$ cat src/rtl/fir_mac_scheduler_pkg.sv
// rtl/fir_mac_scheduler_pkg.sv - shared types, defaults and saturation helper for the FIR MAC scheduler
package FIR_types;

  localparam int NTAPS_DEFAULT = 4;
  localparam int FRAC_DEFAULT  = 15;

  typedef logic signed [15:0] array_of_4_signed_16 [NTAPS_DEFAULT];

  typedef enum logic [1:0] {
    ST_IDLE,
    ST_MAC,
    ST_DONE
  } fir_state_e;

  // Clamp a wide signed value into the 16-bit signed range.
  function automatic logic signed [15:0] sat16(input logic signed [63:0] v);
    if (v > 64'sd32767) begin
      return 16'sh7FFF;
    end else if (v < -64'sd32768) begin
      return 16'sh8000;
    end else begin
      return v[15:0];
    end
  endfunction

endpackage

$ cat src/rtl/fir_mac_scheduler_window.sv
// rtl/fir_mac_scheduler_window.sv - NTAPS-deep sample window, newest sample at index 0
module fir_tap_window
  import FIR_types::*;
#(
  parameter int NTAPS = NTAPS_DEFAULT,
  parameter int KW    = $clog2(NTAPS_DEFAULT)
) (
  input  logic               clk,
  input  logic               rst,
  input  logic               i_shift,
  input  logic signed [15:0] i_sample,
  input  logic [KW-1:0]      i_rd_idx,
  output logic signed [15:0] o_rd_data
);

  logic signed [15:0] r_win [NTAPS];

  always_ff @(posedge clk) begin
    if (rst) begin
      for (int j = 0; j < NTAPS; j++) begin
        r_win[j] <= '0;
      end
    end else if (i_shift) begin
      r_win[0] <= i_sample;
      for (int j = 1; j < NTAPS; j++) begin
        r_win[j] <= r_win[j-1];
      end
    end
  end

  assign o_rd_data = r_win[i_rd_idx];

endmodule

$ cat src/rtl/fir_mac_scheduler.sv
// rtl/fir_mac_scheduler.sv - time-multiplexed FIR controller sharing one MAC across all taps
module fir_mac_scheduler
  import FIR_types::*;
#(
  parameter int NTAPS = NTAPS_DEFAULT,
  parameter int FRAC  = FRAC_DEFAULT
) (
  input  logic                     system1000,
  input  logic                     system1000_rst,
  input  logic                     in_valid,
  output logic                     in_ready,
  input  logic signed [15:0]       in_sample,
  input  logic                     coef_we,
  output logic                     coef_ready,
  input  logic [$clog2(NTAPS)-1:0] coef_addr,
  input  logic signed [15:0]       coef_data,
  output logic                     out_valid,
  input  logic                     out_ready,
  output logic signed [15:0]       out_sample,
  output logic                     busy
);

  localparam int KW   = $clog2(NTAPS);
  localparam int ACCW = 32 + KW;

  fir_state_e r_state;
  fir_state_e w_state_nxt;

  logic signed [ACCW-1:0] r_acc;
  logic [KW-1:0]          r_k;
  logic signed [15:0]     r_out;
  logic signed [15:0]     r_coef [NTAPS];

  logic                   w_accept;
  logic                   w_last;
  logic signed [15:0]     w_win_k;
  logic signed [15:0]     w_coef_k;
  logic signed [31:0]     w_prod;
  logic signed [ACCW-1:0] w_acc_next;
  logic signed [63:0]     w_shifted;

  fir_tap_window #(
    .NTAPS (NTAPS),
    .KW    (KW)
  ) u_window (
    .clk       (system1000),
    .rst       (system1000_rst),
    .i_shift   (w_accept),
    .i_sample  (in_sample),
    .i_rd_idx  (r_k),
    .o_rd_data (w_win_k)
  );

  assign w_coef_k   = r_coef[r_k];
  assign w_prod     = 32'(w_win_k) * 32'(w_coef_k);
  assign w_acc_next = r_acc + ACCW'(w_prod);
  assign w_shifted  = 64'(w_acc_next) >>> FRAC;
  assign out_sample = r_out;

  always_ff @(posedge system1000) begin
    if (system1000_rst) begin
      r_state <= ST_IDLE;
    end else begin
      r_state <= w_state_nxt;
    end
  end

  always_comb begin
    w_state_nxt = r_state;
    in_ready    = 1'b0;
    out_valid   = 1'b0;
    coef_ready  = 1'b1;
    busy        = 1'b0;
    w_accept    = 1'b0;
    w_last      = 1'b0;
    case (r_state)
      ST_IDLE: begin
        in_ready = 1'b1;
        if (in_valid) begin
          w_accept    = 1'b1;
          w_state_nxt = ST_MAC;
        end
      end
      ST_MAC: begin
        coef_ready = 1'b0;
        busy       = 1'b1;
        if (r_k == KW'(NTAPS - 1)) begin
          w_last      = 1'b1;
          w_state_nxt = ST_DONE;
        end
      end
      ST_DONE: begin
        out_valid = 1'b1;
        busy      = 1'b1;
        if (out_ready) begin
          w_state_nxt = ST_IDLE;
        end
      end
      default: begin
        w_state_nxt = ST_IDLE;
      end
    endcase
  end

  // The result is captured from the final accumulation so it is stable for all of DONE.
  always_ff @(posedge system1000) begin
    if (system1000_rst) begin
      r_acc <= '0;
      r_k   <= '0;
      r_out <= '0;
      for (int j = 0; j < NTAPS; j++) begin
        r_coef[j] <= '0;
      end
    end else begin
      if (w_accept) begin
        r_acc <= '0;
        r_k   <= '0;
      end else if (r_state == ST_MAC) begin
        r_acc <= w_acc_next;
        r_k   <= w_last ? '0 : r_k + 1'b1;
        if (w_last) begin
          r_out <= sat16(w_shifted);
        end
      end
      if (coef_we && coef_ready && (int'(coef_addr) < NTAPS)) begin
        r_coef[coef_addr] <= coef_data;
      end
    end
  end

endmodule

$ cat config.mk
export PLATFORM = sky130hd
export DESIGN_NAME = fir_mac_scheduler
export DESIGN_NICKNAME = d
export VERILOG_FILES = /design/src/rtl/fir_mac_scheduler_pkg.sv /design/src/rtl/fir_mac_scheduler_window.sv /design/src/rtl/fir_mac_scheduler.sv
export SDC_FILE = /design/constraint.sdc
export NUM_CORES = 1
export LEC_CHECK = 0
export BUFFER_PORTS_ARGS = -buffer_cell sky130_fd_sc_hd__clkbuf_2
export CORE_MARGIN = 3
export CORE_UTILIZATION = 62
export DETAILED_ROUTE_END_ITERATION = 6
export PLACE_DENSITY_LB_ADDON = 0.1
export SETUP_SLACK_MARGIN = 0.4
export SYNTH_ARGS = -nofsm -noshare
export SYNTH_HDL_FRONTEND = slang
export SYNTH_HIERARCHICAL = 1
export SYNTH_SLANG_ARGS = --single-unit
$ cat constraint.sdc
create_clock -name system1000 -period 8.8 [get_ports system1000]
set_input_delay 0.88 -clock system1000 [delete_from_list [all_inputs] [get_ports system1000]]
set_output_delay 0.88 -clock system1000 [all_outputs]
set_load 0.03 [all_outputs]
# Word level (Yosys, flattened, before mapping)
# Memory sizes are Yosys's and may differ from the RTL's. A register that Yosys moved wholly into a read port is not among the register bits.
# Index checks and enable logic that the tools add are counted.
[totals]
reg_bits = 54
latch_bits = 0
mem_bits_rw = 128
rom_bits = 0
input_bits = 39
output_inout_bits = 20
wordCells = 63
mem_count = 2
[classes]
addsub = 2
multipliers = 1
div_mod_pow = 0
n_lt_le_gt_ge = 2
n_eq_ne = 6
n_shift = 0
muxes = 34
bitwise = 5
reduce_logical = 7
[mem_list]
columns = ["name", "depth", "width", "read_ports", "rd_clocked_by_memory_dff", "write_ports", "line_no", "source"]
rows = [
  ["r_coef", 4, 16, 1, 1, 4, "fir_mac_scheduler.sv:32", "logic signed [15:0] r_coef [NTAPS];"],
  ["u_window.r_win", 4, 16, 4, 1, 4, "fir_mac_scheduler_window.sv:16", "logic signed [15:0] r_win [NTAPS];"],
]
[op_table]
columns = ["cell", "count"]
rows = [
  ["16-bit 2-to-1 mux", 7],
  ["34-bit by 32-bit adder with 34-bit output", 1],
  ["16-bit by 16-bit multiplier with 32-bit output", 1],
  ["19-bit by 16-bit > comparator with 1-bit output, second input constant", 1],
  ["19-bit by 16-bit less-than comparator with 1-bit output, second input constant", 1],
  ["2-bit 2-to-1 mux", 9],
  ["1-bit 2-to-1 mux", 17],
  ["16-bit OR reduction", 1],
  ["2-bit inequality test, second input constant", 3],
  ["2-bit one-hot mux with 3 select lines", 1],
  ["3-bit AND reduction", 2],
  ["2-bit == test, second input constant", 2],
  ["1-bit OR", 4],
  ["2-bit OR reduction", 2],
  ["2-bit by 1-bit adder with 2-bit output, second input constant", 1],
  ["2-bit by 1-bit == test with 1-bit output, second input constant", 1],
  ["2-bit zero test", 1],
  ["1-bit logical AND", 1],
  ["1-bit NOT", 1],
]

# Depth between registers and ports, before layout
# Gate-level depths: netlist of run 1.
[depth]
ltp_word = 8
depth_mapped = 28
mapped_depth_nobuf = 25

# Hierarchy
# Netlist of run 1, hierarchy kept.
[modules_own_cells]
columns = ["mod", "instances", "cells_per_inst", "area_each_um2", "seq_area_each_um2"]
rows = [
  ["fir_mac_scheduler", 1, 1608, 16229.3, 3042.9],
  ["fir_tap_window", 1, 163, 2965.3, 1921.8],
]

# Least setup slack after synthesis of run 1
# Ideal clock, no wire load.
[synth_path]
path_kind = "reg-to-reg"
startpoint = "register (tool-made name)"
endpoint = "register r_out[8], in the netlist out_sample[8]"
arrival_ns = 7.921
setup_slack_ns = 0.798
stages_incl_launch_ff = 29
path_buffers = 4
cell_sequence = "dfxtp_1 > buf_2 > buf_1 > mux4_2 > clkbuf_1 > nand2_1 > inv_1 > fa_1 > fa_1 > inv_1 > fa_1 > inv_1 > fa_1 > fa_1 > inv_1 > fa_1 > inv_1 > ha_1 > a21oi_1 > o21ai_1 > or4b_4 > nor3_2 > o31ai_2 > a31oi_1 > xor2_2 > o31ai_4 > buf_8 > nand2_2 > a211oi_2"
[synth_rtl]
columns = ["item", "line_no", "source"]
rows = [
  ["end signal: assignment", "fir_mac_scheduler.sv:122", "r_out <= sat16(w_shifted);"],
  ["end: declaration", "fir_mac_scheduler.sv:31", "logic signed [15:0] r_out;"],
]

# Final worst setup path of run 1
[layout_path]
startpoint = "register r_k[0]"
endpoint = "register r_out[0], in the netlist out_sample[0]"
[layout_via]
elab_chain_cells = 4
[layout_rtl]
columns = ["item", "line_no", "source"]
rows = [
  ["start: declaration", "fir_mac_scheduler.sv:30", "logic [KW-1:0] r_k;"],
  ["start signal: assignment", "fir_mac_scheduler.sv:120", "r_k <= w_last ? '0 : r_k + 1'b1;"],
  ["2-bit == test", "fir_mac_scheduler.sv:87", "if (r_k == KW'(NTAPS - 1)) begin"],
  ["1-bit 2-to-1 mux", "fir_mac_scheduler.sv:87", ""],
  ["1-bit 2-to-1 mux", "fir_mac_scheduler.sv:76", "case (r_state)"],
  ["3-bit AND reduction (no line)", "--", ""],
]
# Every way passes these cells.
# A chain may end at the register's enable or synchronous reset.

==> impl_results.md, run 1 <==
* Drt first pass iters at 6
* Max-cap viol count at 0
* CTS Hold Bufs at 0
* Most frequent cells in the layout: 363 x inv_1, 305 x fa_1, 183 x and2_1
* Core area at 30100 sq um
* Async SR Flop Fraction at 0
* Crit. End Element: flop
* Initial Utilization at 0.637
* Crit path buffers/inverters at 6
* Tot GR Track Use at 0.279
* Synthesized cell area at 19200 sq um
* Ports at 59
* WL per Instance at 19.6 um
* Final Cycle Share at 0.906
* Routed WL at 43.2 mm
* Synthesized area per cell at 10.8 sq um
* CP max stage delay at 720 ps
* Max Root-Sink Buffers at 2
* Final hold vios at 0
* Largest net degree at the start of global routing at 90
* Clock transition at the registers of the reported paths at 80 ps
* WP data required at 9130 ps
* Yosys top cell by area: fa_1
* Cells after synthesis at 1771
* Final worst slack at 829 ps
* Vias at 12380
* Hpwl dp at 33.8 mm
* CP dominant cell by count: fa_1
* First-pass GRT wire length at 71.5 mm
* CP Launch Type: flop
* Die X at 182 um
* Sequential area share after synthesis at 0.259
* Initial antenna violation count at 0
* Post-synth cell types at 63
* Crit Reg-Reg Endpoint: out_sample[0]
* Worst Reg-to-Reg Cells at 25
* Number of global-route vias before repair at 13150
* WS Path Type: flop to flop
* Routability Congestion at 0.959
* Max-slew violation count at 0
* Port Buffers at 58
* Post-DP Area at 19800 sq um
* Cell family with most CP delay: adder cells
* Worst-Skew Late Latency at 450 ps
* Tmin final at 7970 ps
* CTS root buffer: clkbuf_16
* Worst Skew at 25.5 ps
* Max Freq at 125 MHz
* CTS tree: yes
* Outcome: finished, final reports clean
* Hold Crit Depth at 2
* Arrival time at the worst endpoint at 8300 ps
* Commonest non-fill, non-tap cell in the layout: inv_1
* Area delta synth->final at 6.54%
* Die ar. at 33100 sq um
* Hold WC Path Type: flop to flop
* Hold_sp: r_acc[7]
* Most frequently used flop master after synthesis: edfxtp_1
* Post-synth EDFFs at 128
* Total CTS buffers at 17
* RSZ-0062 raised after global routing: no
* Cells taking the most area after synthesis: fa_1 32%, edfxtp_1 20%, inv_1 7.1%, ha_1 6.9%, and2_1 6.0%
* Worst-margin pin slew at 1190 ps
* Post-synthesis net count at 2221
* DRT iter0 DRCs at 883
* YS warnings at 6
* Nets at 2251
* Number of core rows at 63
* Hold Path End: r_acc[7]
* Final setup vio count at 0
* Post-route ant nets at 0
* Slew HR at 0.208
* Final instance area at 20400 sq um
* Worst r2r src: r_k[0]
* CTS H-tree lvls at 4
* GR Overflow Total at 0
* Max FO, Critical Path at 7
* Slowest cell on crit path: fa_1
* Top cell type's share of synthesized area at 0.318
* Clock sink total at 184
* Die Height at 182 um
* Layout cells sized above 1 at 0.105
* Flop2flop setup slack at 830 ps
* Via density per instance at 5.61
* Final TNS setup at 0 ps
* Yosys reg bits at 184
* Pre-CTS setup slack at 580 ps
* DRC Markers at 0
==> synth_stat cells, types with 3 or more instances <==
master	instances
inv_1	363
fa_1	305
and2_1	183
nand2_1	148
edfxtp_1	128
ha_1	106
nor2_1	82
and3b_1	64
clkbuf_1	57
dfxtp_1	56
mux2i_1	31
a21oi_1	29
xnor2_1	26
mux4_2	25
a211oi_2	13
o21ai_0	13
nand2_2	11
a21o_1	10
a211oi_1	9
xor2_1	9
buf_1	8
a31oi_1	6
mux4_1	6
nor3_1	6
or2_2	6
nand3_1	5
nor2b_1	5
o21a_1	5
o21ai_1	4
and3_1	3
buf_2	3
nand4_1	3
nor3b_1	3
o21ai_2	3
==> sequential cells by signal, indices dropped and copies added, names as in the netlist, named ones only <==
register and count:
r_coef 64, u_window/r_win 64, r_acc 34, out_sample 16, r_k 2, r_state 2
==> cells by family (layout without fill, tap and decap cells) <==
kind of cell             after synthesis  in the layout  synth area share
other                                  0              1                 0
adder cells (fa/ha/maj)              411            411             0.387
AO/OA/AOI/OAI                        113            113            0.0439
buffers and inverters                436            479            0.0881
multiplexers                          63             63            0.0543
AND/OR/NAND/NOR                      528            528             0.151
XOR/XNOR                              36             36            0.0168
flip-flops                           184            184             0.259
==> layer usage <==
metal	track usage	vias up	share of wire
met5	0	-	0
met4	0.0698	0	0.019
met3	0.0533	50	0.078
met2	0.419	390	0.45
met1	0.425	6335	0.45
li1	-	5605	-
==> how the worst max path moves through the flow <==
stage	start	endpoint	slack (ps)	depth (start not counted)
final	r_k[0]	out_sample[0]	830	25
after global routing	flop	out_sample[0]	440	27
after CTS	flop	out_sample[11]	530	27
after detailed placement	r_k[0]	out_sample[11]	580	25
after global placement	r_k[0]	out_sample[14]	720	25
after floorplan	flop	out_sample[8]	800	28
==> timing repair <==
item	CTS	global route
endpoints found under the setup margin	0	15
resized for setup	0	4
setup buffers	0	1
==> tightest hold or removal path, cell delays in order (launching register included) <==
cell	delay [ps]
dfxtp_1	330
nand2_1	60
a21oi_1	50
==> final cells by class <==
| type | count | area, sq um |
|---|---|---|
| Antenna cell | 1 | 2.50 |
| Clock buffer | 17 | 425 |
| Clock inverter | 15 | 169 |
| Fill cell | 2311 | 9660 |
| Inverter | 364 | 1370 |
| Multi-Input combinational cell | 1151 | 12600 |
| Sequential cell | 184 | 4970 |
| Tap cell | 390 | 488 |
| Timing Repair Buffer | 83 | 478 |
==> stage by stage <==
stage               std cells  hold slack [ps]  utilization
floorplan                1771              445            -
global placement         2171              466        0.659
detailed placement       2171              484        0.659
CTS                      2203              496        0.678
global route             2204              538        0.679
finish                   2205              487        0.679
Power of run 1 is not shown: default switching activity piles up to over one toggle a cycle in this logic, so the estimate is an artifact.
==> run 2, diff against run 1 <==
Settings changed: PLACE_DENSITY from default to 0.88, PLACE_DENSITY_LB_ADDON 0.1 to default, SYNTH_HIERARCHICAL 1 to default.
==> impl_results.md, run 2 <==
* WS Path Type: flop to flop
* Cells after synthesis at 1897
* Synthesized area per cell at 10.2 sq um
* Most frequent cell after synthesis: inv_1
* YS warnings at 0
* DRT iter0 DRCs at 1210
* Routed WL at 44.8 mm
* Final Cycle Share at 0.919
* Max FO, Critical Path at 30
* Arrival time at the worst endpoint at 8400 ps
* Worst Skew at 12.1 ps
* Crit. End Element: flop
* Cells taking the most area after synthesis: fa_1 32%, edfxtp_1 20%, inv_1 7.1%, ha_1 6.9%, dfxtp_1 5.8%
* WP data required at 9110 ps
* Die X at 182 um
* Initial Utilization at 0.639
* Final setup vio count at 0
* Post-synth EDFFs at 128
* Most frequently used flop master after synthesis: edfxtp_1
* Max Freq at 124 MHz
* Via density per instance at 5.84
* Synthesized cell area at 19300 sq um
* Total CTS buffers at 17
* Post-synthesis net count at 2347
* Antenna diodes at 0
* Yosys top cell by area: fa_1
* CP Launch Type: flop
* GR Overflow Total at 0
* Commonest non-fill, non-tap cell in the layout: inv_1
* Number of core rows at 63
* Ports at 59
* Vias at 13569
* Core area at 30200 sq um
* Die ar. at 33300 sq um
* Max-slew violation count at 0
* Post-synth cell types at 65
* Worst-Skew Late Latency at 460 ps
* Failing checks: design-rule violations
* Hold WC Path Type: flop to flop
* Most frequent cells in the layout: 367 x inv_1, 305 x fa_1, 179 x nor2_1
* Hold Crit Depth at 2
* Nets at 2371
* Async SR Flop Fraction at 0
* Largest net degree at the start of global routing at 75
* Cell family with most CP delay: adder cells
* CTS tree: yes
* Tmin final at 8090 ps
* Clock transition at the registers of the reported paths at 80 ps
* Initial antenna violation count at 0
* Die Height at 182 um
* Max-cap viol count at 0
* Clock sink total at 184
* Routability Congestion at 0.924
* Hpwl dp at 34.0 mm
* Post-route ant nets at 0
* Final hold vios at 0
* Layout cells sized above 1 at 0.0869
* Crit-path cells: buf_12 > mux2_2 > o21ai_1 > nor2_1 > fa_1 > inv_1 > fa_1 > fa_1 > inv_1 > fa_1 > fa_1 > inv_1 > fa_1 > inv_1 > ha_1 > nor3_1 > a211oi_1 > nor4b_1 > o21ai_2 > nand3_1 > o311ai_1 > or3_1 > o22ai_4 > o32ai_1
* Yosys reg bits at 184
* Max Root-Sink Buffers at 2
* Worst-margin pin slew at 1070 ps
* RSZ-0062 raised after global routing: no
* Crit path buffers/inverters at 5
* Drt first pass iters at 7
* DRC Markers at 22
* Post-CTS Setup Inserts at 0
* Area delta synth->final at 6.63%
* CTS H-tree lvls at 4
* CP dominant cell by count: fa_1
* Tot GR Track Use at 0.284
* WL per Instance at 19.3 um
* First-pass GRT wire length at 73.9 mm
* Number of global-route vias before repair at 14927
* Outcome: finished, violations left
* Top cell type's share of synthesized area at 0.316
* Post-synth top cells: 367 x inv_1, 305 x fa_1, 180 x nor2_1
* CTS root buffer: clkbuf_16
* CP max stage delay at 590 ps
* Slowest cell on crit path: o21ai_1
* Final TNS setup at 0 ps
* WP depth at 24
* Port Buffers at 58
* Worst Reg-to-Reg Cells at 24
* Biggest registers after layout: r_coef (64), u_window.r_win (64), r_acc (34)
* Slew HR at 0.288
* Sequential area share after synthesis at 0.257
run 2: cell types whose count changed in the layout (fill, tap and decap cells not counted), moves of 9 or more:
cell / previous run / this run
and3b_1: 64 / 2
a21o_1: 10 / 20
o21ai_1: 4 / 17
a211oi_2: 13 / 0
mux4_2: 25 / 13
nand2_2: 10 / 1
nor2_1: 82 / 179
mux2_2: 1 / 21
mux2i_1: 31 / 50
nand2b_1: 2 / 13
nand2_1: 148 / 166
o21a_1: 5 / 18
o32ai_1: 0 / 15
and2_1: 183 / 152
run 2: what timing repair did:
| action | in CTS | in global routing |
|---|---|---|
| resized for setup | 0 | 3 |
| hold buffers | 0 | 0 |
| endpoints found under the setup margin | 0 | 15 |
run 2: cell families after synthesis:
group,synth area share
and+or+nand+nor,0.145
muxes,0.0534
AOI/OAI and AO/OA,0.0591
xor gates and xnor gates,0.0132
DFF,0.257
buffers and inverters,0.0870
adders and majority gates,0.385
run 2: metal layers:
layer	part of all wire	vias up	track usage
li1	-	5982	-
met1	0.36	6754	0.334
met2	0.51	652	0.492
met3	0.075	181	0.0606
met4	0.054	0	0.144
met5	0	-	0
run 2: layout make-up:
class / instances / area [sq um]
fillers: 2075 / 9620
clock inverters: 13 / 150
flip-flops and latches: 184 / 4970
inverters: 367 / 1380
clock buffers: 19 / 433
multi-input cells: 1269 / 12700
well taps: 390 / 488
repair buffers: 82 / 483
run 2: worst reg2reg max path, delay by kind of cell, from the launching register on:
family / cells / cell delay [ps]
flops: 1 / 570
mux: 1 / 420
compound gates: 6 / 1960
buf+inv: 5 / 480
fa+ha+maj: 7 / 3320
simple gates: 5 / 1190
run 2: final timing paths:
path	start	endpoint	slack (ps)
min reg2reg	r_acc[14]	r_acc[14]	480
max	flop	out_sample[1]	710
max reg2reg	flop	out_sample[1]	710
min	r_acc[14]	r_acc[14]	480
run 2: through the flow:
step                std cells  instance area, sq um  utilization  setup WS [ps]  hold slack, ps
floorplan                1897                 19300            -            869             445
global placement         2292                 20000        0.662            863             464
detailed placement       2292                 20000        0.662            683             473
CTS                      2324                 20600        0.681            630             477
global route             2324                 20600        0.681            403             515
finish                   2324                 20600        0.681            709             479
Power of run 2 is left out for the same reason.
==> run 3, diff against run 2 <==
Settings changed: PLACE_DENSITY 0.88 to 0.79.
==> impl_results.md, run 3 (synthesized netlist as in run 2, its figures left out) <==
* Filler Cells Inserted at 2258
* Max-slew violation count at 0
* Die ar. at 33300 sq um
* Worst-margin pin slew at 1020 ps
* CP Launch Type: flop
* Die Height at 182 um
* Slew HR at 0.317
* Tmin final at 7970 ps
* Routability Congestion at 0.935
* WL per Instance at 18.4 um
* CTS tree: yes
* Hpwl dp at 33.0 mm
* Met3 routed WL at 2.79 mm
* Layout cells sized above 1 at 0.0889
* Area delta synth->final at 6.86%
* Worst Skew at 19.3 ps
* Die X at 182 um
* Final setup vio count at 0
* CTS H-tree lvls at 4
* Post-route ant nets at 0
* CTS root buffer: clkbuf_16
* Port Buffers at 58
* Largest net degree at the start of global routing at 75
* Clock transition at the registers of the reported paths at 80 ps
* Via density per instance at 5.71
* Max-cap viol count at 0
* Clock sink total at 184
* Flop2flop setup slack at 830 ps
* Crit path buffers/inverters at 7
* WP data required at 9160 ps
* Arrival time at the worst endpoint at 8330 ps
* Initial Utilization at 0.639
* Crit. End Element: flop
* Wl on met1 at 16.6 mm
* Top layer in use: met4
* Drt first pass iters at 6
* DRT iter0 DRCs at 897
* Slowest cell on crit path: fa_2
* Total CTS buffers at 17
* Max Root-Sink Buffers at 2
* Max FO, Critical Path at 17
* First-pass GRT wire length at 71.8 mm
* Ports at 59
* Number of global-route vias before repair at 14367
* DRC Markers at 0
* Initial antenna violation count at 0
* GR Overflow Total at 0
* Routed wl met2 at 21.8 mm
* Outcome: finished, final reports clean
* Worst-Skew Late Latency at 470 ps
* Final hold vios at 0
* Max Freq at 125 MHz
* CP max stage delay at 710 ps
* Nets at 2372
* Number of core rows at 63
* Core area at 30200 sq um
* Commonest non-fill, non-tap cell in the layout: inv_1
* Tot GR Track Use at 0.275
* Routed WL at 42.9 mm
* WS Path Type: flop to flop
* Antenna diodes at 0
* Vias at 13272
* RSZ-0062 raised after global routing: no
* Final Cycle Share at 0.906
* Biggest registers after layout: r_coef (64), u_window.r_win (64), r_acc (34)
* Cell family with most CP delay: adder cells
* Hold WC Path Type: flop to flop
* Final TNS setup at 0 ps
* Most frequent cells in the layout: 367 x inv_1, 304 x fa_1, 179 x nor2_1
[run 3: changes by cell type in the layout (fill, tap and decap cells not counted), sizes merged]
| cell | delta |
|---|---|
| buf | +1 |
| clkinv | +6 |
| clkinvlp | -2 |
| inv | -1 |
| bufinv | -1 |
| clkbuf | -2 |
[run 3: cell type report]
cell class                 count  area [sq um]  area share
clock buffer                  17           425      0.0206
sequential                   184          4970       0.241
inverter                     367          1380      0.0668
tap                          390           488      0.0237
timing repair buffer          83           503      0.0244
multi-input combinational   1269         12700       0.615
clock inverter                15           171     0.00831
[run 3: tightest hold or removal path: stages, from the launching register on]
cell and delay, ps:
dfxtp_1 320, nand2_1 60, a21oi_1 60
[run 3: through the flow]
stage	setup WS, ps	instance area, sq um	hold WS, ps	utilization	cells
floorplan	869	19300	445	-	1897
global placement	1020	20000	465	0.662	2292
detailed placement	798	20000	475	0.662	2292
CTS	756	20600	487	0.682	2324
global route	400	20600	521	0.683	2325
finish	826	20600	485	0.683	2325
[run 3: path summary, 6_finish.rpt]
| kind | depth (start not counted) | end | startpoint |
|---|---|---|---|
| worst min register to register | 2 | r_acc[27] | r_acc[27] |
| worst max-delay path | 25 | out_sample[4] | flop |
| worst max register to register | 25 | out_sample[4] | flop |
| worst min-delay path | 2 | r_acc[27] | r_acc[27] |
[run 3: per-layer routing]
layer,global-route usage,vias to the layer above
met5,0,-
met4,0.109,0
met3,0.0540,122
met2,0.481,456
met1,0.337,6689
li1,-,6005
[run 3: timing repair]
| item | CTS | global route |
|---|---|---|
| setup endpoints to repair | 0 | 15 |
| hold buffers | 0 | 0 |
| buffers inserted | 0 | 1 |
| endpoints found under the hold margin | 0 | 0 |
| gates resized for setup | 0 | 4 |
Power of run 3 is left out for the same reason.
